**config.mk**
```make
export PLATFORM = sky130hd
export DESIGN_NAME = nap_timer
export DESIGN_NICKNAME = d
export VERILOG_FILES = /design/src/rtl/nap_pkg.sv /design/src/rtl/nap_timer_btn_debounce.sv /design/src/rtl/nap_timer.sv
export SDC_FILE = /design/constraint.sdc
export NUM_CORES = 1
export LEC_CHECK = 0
export CORE_ASPECT_RATIO = 1.2
export CORE_MARGIN = 4
export CORE_UTILIZATION = 45
export DETAILED_ROUTE_END_ITERATION = 8
export PLACE_DENSITY = 0.67
export SKIP_CTS_REPAIR_TIMING = 1
export SLEW_MARGIN = 20
export SYNTH_ARGS = -nofsm -noshare
export SYNTH_HDL_FRONTEND = slang
export SYNTH_SLANG_ARGS = --single-unit
```
**constraint.sdc**
```tcl
create_clock -name clock -period 2.62 [get_ports clock]
set_clock_uncertainty 0.05 [all_clocks]
set_input_delay 0.524 -clock clock [delete_from_list [all_inputs] [get_ports clock]]
set_output_delay 0.524 -clock clock [all_outputs]
set_load 0.05 [all_outputs]
```
**src/rtl/nap_pkg.sv**
```systemverilog
// Shared types and width helpers for the nap timer.
package nap_pkg;

    typedef enum logic [2:0] {
        IDLE,
        NAPPING,
        RING,
        STOPPING,
        SNOOZE
    } state_e;

    localparam int unsigned TICK_DIV_DEF = 1000;
    localparam int unsigned RING_MAX_DEF = 60;
    localparam int unsigned TICK_W       = $clog2(TICK_DIV_DEF);
    localparam int unsigned RING_W       = $clog2(RING_MAX_DEF + 1);

    function automatic int unsigned cnt_w(input int unsigned n);
        return (n < 2) ? 1 : $clog2(n);
    endfunction

endpackage

```
**src/rtl/nap_timer_btn_debounce.sv**
```systemverilog
// Button synchronizer, stability debouncer and rising-edge press detector.
module btn_debounce
    import nap_pkg::*;
#(
    parameter int unsigned DEB_LEN = 4
) (
    input  logic clock,
    input  logic reset,
    input  logic btn,
    output logic press
);

    localparam int unsigned DW = cnt_w(DEB_LEN);

    logic          sync1_q, sync2_q;
    logic          level_q, level_d;
    logic          prev_q;
    logic [DW-1:0] cnt_q, cnt_d;

    // A level change is taken only after DEB_LEN consecutive disagreeing samples.
    always_comb begin
        level_d = level_q;
        cnt_d   = '0;
        if (sync2_q != level_q) begin
            if (cnt_q == DW'(DEB_LEN - 1)) level_d = sync2_q;
            else cnt_d = cnt_q + DW'(1);
        end
    end

    always_ff @(posedge clock) begin
        if (reset) begin
            sync1_q <= 1'b0;
            sync2_q <= 1'b0;
            level_q <= 1'b0;
            prev_q  <= 1'b0;
            cnt_q   <= '0;
        end else begin
            sync1_q <= btn;
            sync2_q <= sync1_q;
            level_q <= level_d;
            prev_q  <= level_q;
            cnt_q   <= cnt_d;
        end
    end

    assign press = level_q & ~prev_q;

endmodule

```
**src/rtl/nap_timer.sv**
```systemverilog
// Nap countdown controller driving alarm start/stop pulses.
// Optional snooze support is compiled in with SNOOZE_EN.
module nap_timer
    import nap_pkg::*;
#(
    parameter int unsigned TICK_DIV      = TICK_DIV_DEF,
    parameter int unsigned NAP_W         = 12,
    parameter int unsigned DEFAULT_TICKS = 600,
    parameter int unsigned RING_MAX      = RING_MAX_DEF,
    parameter int unsigned DEB_LEN       = 4,
    parameter int unsigned SNOOZE_TICKS  = 300,
    parameter int unsigned SNOOZE_MAX    = 3
) (
    input  logic             clock,
    input  logic             reset,
    input  logic             set_valid,
    input  logic [NAP_W-1:0] set_ticks,
    input  logic             go,
    input  logic             btn,
    output logic             start,
    output logic             stop,
    output logic             busy,
    output logic             ringing,
    output logic [NAP_W-1:0] remaining
);

    localparam int unsigned TW =
        (TICK_DIV > TICK_DIV_DEF) ? cnt_w(TICK_DIV) : TICK_W;
    localparam int unsigned RW =
        (RING_MAX > RING_MAX_DEF) ? cnt_w(RING_MAX + 1) : RING_W;

    state_e           state_q, state_d;
    logic [NAP_W-1:0] dur_q, dur_d;
    logic [NAP_W-1:0] rem_q, rem_d;
    logic [TW-1:0]    tick_q, tick_d;
    logic [RW-1:0]    ring_q, ring_d;
    logic             start_q, start_d;
    logic             stop_q, stop_d;
    logic             press, tick, load, expire, timeout;

    btn_debounce #(.DEB_LEN(DEB_LEN)) u_deb (
        .clock (clock),
        .reset (reset),
        .btn   (btn),
        .press (press)
    );

    assign tick    = (tick_q == TW'(TICK_DIV - 1));
    assign load    = set_valid && (set_ticks != '0);
    assign expire  = tick && (rem_q == NAP_W'(1));
    assign timeout = (ring_q == RW'(RING_MAX));

`ifdef SNOOZE_EN
    localparam int unsigned SW = cnt_w(SNOOZE_MAX + 1);
    logic [SW-1:0] snz_q, snz_d;
`else
    logic unused_snooze;
    assign unused_snooze = ^{SNOOZE_TICKS, SNOOZE_MAX};
`endif

    always_comb begin
        state_d = state_q;
        dur_d   = dur_q;
        rem_d   = rem_q;
        ring_d  = ring_q;
        start_d = 1'b0;
        stop_d  = 1'b0;
        tick_d  = tick ? '0 : tick_q + TW'(1);
`ifdef SNOOZE_EN
        snz_d   = snz_q;
`endif
        unique case (state_q)
            IDLE: begin
`ifdef SNOOZE_EN
                snz_d = '0;
`endif
                if (load) dur_d = set_ticks;
                if (go) begin
                    state_d = NAPPING;
                    rem_d   = load ? set_ticks : dur_q;
                    tick_d  = '0;
                end
            end
            NAPPING: begin
                if (press) begin
                    state_d = IDLE;
                    rem_d   = '0;
                end else if (expire) begin
                    state_d = RING;
                    rem_d   = '0;
                    ring_d  = '0;
                    tick_d  = '0;
                    start_d = 1'b1;
                end else if (tick && rem_q != '0) begin
                    rem_d = rem_q - NAP_W'(1);
                end
            end
            RING: begin
                if (tick) ring_d = ring_q + RW'(1);
                if (press || timeout) begin
                    stop_d  = 1'b1;
                    state_d = STOPPING;
`ifdef SNOOZE_EN
                    // Only a press (never a timeout) may snooze.
                    if (press && !timeout && snz_q < SW'(SNOOZE_MAX)) begin
                        state_d = SNOOZE;
                        rem_d   = NAP_W'(SNOOZE_TICKS);
                        snz_d   = snz_q + SW'(1);
                        tick_d  = '0;
                    end
`endif
                end
            end
            STOPPING: begin
                state_d = IDLE;
            end
`ifdef SNOOZE_EN
            SNOOZE: begin
                if (press) begin
                    state_d = STOPPING;
                    stop_d  = 1'b1;
                    rem_d   = '0;
                end else if (expire) begin
                    state_d = RING;
                    rem_d   = '0;
                    ring_d  = '0;
                    tick_d  = '0;
                    start_d = 1'b1;
                end else if (tick && rem_q != '0) begin
                    rem_d = rem_q - NAP_W'(1);
                end
            end
`endif
            default: begin
                state_d = IDLE;
            end
        endcase
    end

    always_ff @(posedge clock) begin
        if (reset) begin
            state_q <= IDLE;
            dur_q   <= NAP_W'(DEFAULT_TICKS);
            rem_q   <= '0;
            tick_q  <= '0;
            ring_q  <= '0;
            start_q <= 1'b0;
            stop_q  <= 1'b0;
`ifdef SNOOZE_EN
            snz_q   <= '0;
`endif
        end else begin
            state_q <= state_d;
            dur_q   <= dur_d;
            rem_q   <= rem_d;
            tick_q  <= tick_d;
            ring_q  <= ring_d;
            start_q <= start_d;
            stop_q  <= stop_d;
`ifdef SNOOZE_EN
            snz_q   <= snz_d;
`endif
        end
    end

    assign start     = start_q;
    assign stop      = stop_q;
    assign busy      = (state_q != IDLE);
    assign ringing   = (state_q == RING);
    assign remaining = rem_q;

endmodule

```
==> key figures, run 1 <==
STA
  – Rel. slew slack: 0.537
  – Fin crit period: 2.39 ns
  – Final Max Slew Viols: 0
  – Fmax: 418 MHz
  – Final period util: 0.913
  – Slew at the pin with the worst max-slew slack: 0.692 ns
  – Total Neg Setup Slack: 0 ns
  – Final Setup Violations: 0
  – RSZ-0062 raised after global routing: no
  – Final hold violations: 0
  – Post-route setup slack: 0.227 ns

Worst setup path
  – R2r endpoint: remaining[3]$_SDFFE_PP0P_
  – CP Cell Sequence: nor2_1, inv_1, clkdlybuf4s50_1
  – Critical Path RT: 2.05 ns
  – Arrival time at the worst endpoint: 1.82 ns
  – R2R cell count: 5
  – Worst path max stage delay: 0.82 ns
  – Buf/Inv on CP: 2
  – CP endpoint kind: primary output
  – R2R setup slack: 0.49 ns
  – Crit path from: state_q[1]$_SDFFE_PP0P_
  – Worst path top cell family by delay: buffers and inverters
  – Critical path class: flip-flop to primary output
  – CP max-delay cell: clkdlybuf4s50_1
  – Worst reg2reg startpoint: remaining[4]$_SDFFE_PP0P_
  – CP Launch Type: flip-flop
  – Worst-path fanout max: 8

Placed design
  – Gp weighted congestion: 0.857
  – Port Buffers: 32
  – DPL Wire Length: 4.62 mm
  – Pre-CTS WS: 0.170 ns
  – DP Area: 3090 um2

Routing
  – Wire length per cell: 14.7 um
  – Via/cell ratio: 5.72
  – Via count: 2,455
  – DRT iter0 DRCs: 137
  – Final WL: 6.32 mm
  – # DRC: 0
  – Post-DRT Antenna Nets: 0
  – Drt first pass iters: 4

Pwr
  – Static Leak: 1.24 nW
  – Power per standard cell area: 603 nW/um2
  – Peak VDD IR: 264 uV

Synth
  – Syn Inst Count: 315
  – Register bit total from synthesis: 50
  – Synth Cell Area: 2690 um2
  – Avg Cell Area, Syn: 8.55 um2
  – Area contributors post-synth: dfxtp_1 37%, nor2_1 4.3%, nand2_1 4.2%
  – Seq/Total Area, Yosys: 0.372
  – Mapped Nets: 339
  – Ys async rst share: 0
  – Yosys warns: 0
  – Top-area cell type share of the netlist area: 0.372
  – EDFF count, synth: 0
  – Dominant synthesized flop cell: dfxtp_1
  – Distinct cells, synth: 58
  – Post-synth top area cell: dfxtp_1

Final layout
  – Layout cell share with drive strength beyond 1: 0.0974
  – N_diodes: 0
  – Area Growth Syn to Fin: 19.9%
  – Most common library cell in the layout ignoring fill and taps: dfxtp_1
  – Most frequent cells in the layout: 50 x dfxtp_1, 31 x nor2_1, 31 x clkdlybuf4s50_1
  – Final instance area: 3230 um2
  – Post-layout nets: 372

Die
  – FP Rows: 30
  – Chip Height: 92.7 um
  – Starting Density: 0.469
  – Die Footprint: 7290 um2
  – Core area: 5740 um2
  – Die Wd: 78.6 um
  – # IOs: 33

Hold path
  – Hold Crit Depth: 1
  – Hold EP: u_deb.cnt_q[0]$_SDFF_PP0_
  – Min-Delay Startpoint: u_deb.cnt_q[0]$_SDFF_PP0_
  – Worst min path class: flip-flop to flip-flop

Run
  – Max_cap viols: 0

GRT
  – Initial antenna violation count: 0
  – Pin count of the biggest net entering global routing: 20
  – Number of global-route vias before repair: 2,252
  – Global Route Usage Sum: 0.179
  – First-pass GRT wire length: 10.5 mm
  – GRT overflow: 0

Run status
  – Run status: finished clean

Clock tree
  – Clock Latency Late Sink: 0.30 ns
  – H-tree depth: 2
  – TritonCTS clock tree: built
  – CTS max path bufs: 2
  – Clk sinks: 50
  – Clk slew on worst S/H paths: 0.09 ns
  – Total CTS buffers: 5
  – CTS root buf: clkbuf_8
==> worst reg2reg max path, delay by kind of cell (launching register included) <==
kind / cells / cell delay [ns]
and+or+nand+nor: 2 / 0.91
AOI/OAI and AO/OA: 3 / 0.66
DFF: 1 / 0.39
==> report_power, final <==
part / switching [mW] / internal (mW)
sequential: 0.0401 / 0.797
combinational: 0.284 / 0.176
clock: 0.266 / 0.383
total: 0.589 / 1.36
==> logic make-up after synthesis <==
kind of cell / Yosys count / synth area share
mux: 9 / 0.0339
fa+ha+maj: 7 / 0.0325
compound gates: 79 / 0.220
simple gates: 125 / 0.250
flops: 50 / 0.372
buf+inv: 37 / 0.0651
xor+xnor: 8 / 0.0260
==> registers in the layout, summed over array words and instances (netlist names) <==
name and flops:
u_deb.cnt_q 2, tick_q 10, state_q 2, u_deb.sync1_q 1, start 1, u_deb.level_q 1, dur_q 12, stop 1
u_deb.prev_q 1, remaining 12, ring_q 6, u_deb.sync2_q 1
==> worst max-delay path by stage <==
stage,slack [ns],cells after the start,end
floorplan,0.43,8,remaining[6]$_SDFFE_PP0P_
global placement,0.21,7,dur_q[1]$_SDFFE_PP0P_
detailed placement,0.17,7,dur_q[2]$_SDFFE_PP0P_
CTS,0.12,3,ringing
global route,0.12,3,busy
finish,0.23,3,busy
==> Yosys cell counts (all sizes together) (3+ instances only) <==
cell,instances
nand3,17
nor2,31
o32ai,8
and4,4
o21ai,8
and3,7
a22o,6
nor4,6
dfxtp,50
mux2i,8
a31oi,4
a211oi,11
nand2,30
inv,22
ha,7
clkbuf,7
buf,8
nor2b,4
a22oi,6
nor3,6
xor2,6
nand4,7
a21oi,23
or3,3
==> per-stage QoR <==
| stage | util | hold WS [ns] | std cells | total power [mW] |
|---|---|---|---|---|
| 6_report | 0.562 | 0.375 | 429 | 1.95 |
| 3_5_place_dp | 0.538 | 0.361 | 421 | 1.31 |
| 4_1_cts | 0.562 | 0.378 | 429 | 1.97 |
| 2_1_floorplan | - | 0.347 | 315 | 1.18 |
| 5_1_grt | 0.562 | 0.385 | 429 | 2.05 |
| 3_3_place_gp | 0.538 | 0.357 | 421 | 1.31 |
==> routing by layer <==
layer  share of wire  wire [um]  GRT usage
met3           0.043        272     0.0243
met1            0.44       2810      0.227
met5               0          0          0
met2            0.49       3090      0.295
met4           0.023        144     0.0860
==> final cells by class <==
class / count / area, um2
flip-flops and latches: 50 / 1000
clock inverters: 3 / 68.8
clock buffers: 5 / 68.8
fillers: 539 / 2510
multi-input cells: 228 / 1520
repair buffers: 41 / 390
well taps: 80 / 100
inverters: 22 / 82.6
Note: power is estimated with default switching activity, not from simulation.
==> run 2, diff against run 1 <==
Settings changed: CTS_CLUSTER_SIZE set to 14, SLEW_MARGIN 20 to 40.
==> results of run 2 <==
No change in the layout: final DEF, timing and power equal those of run 1.
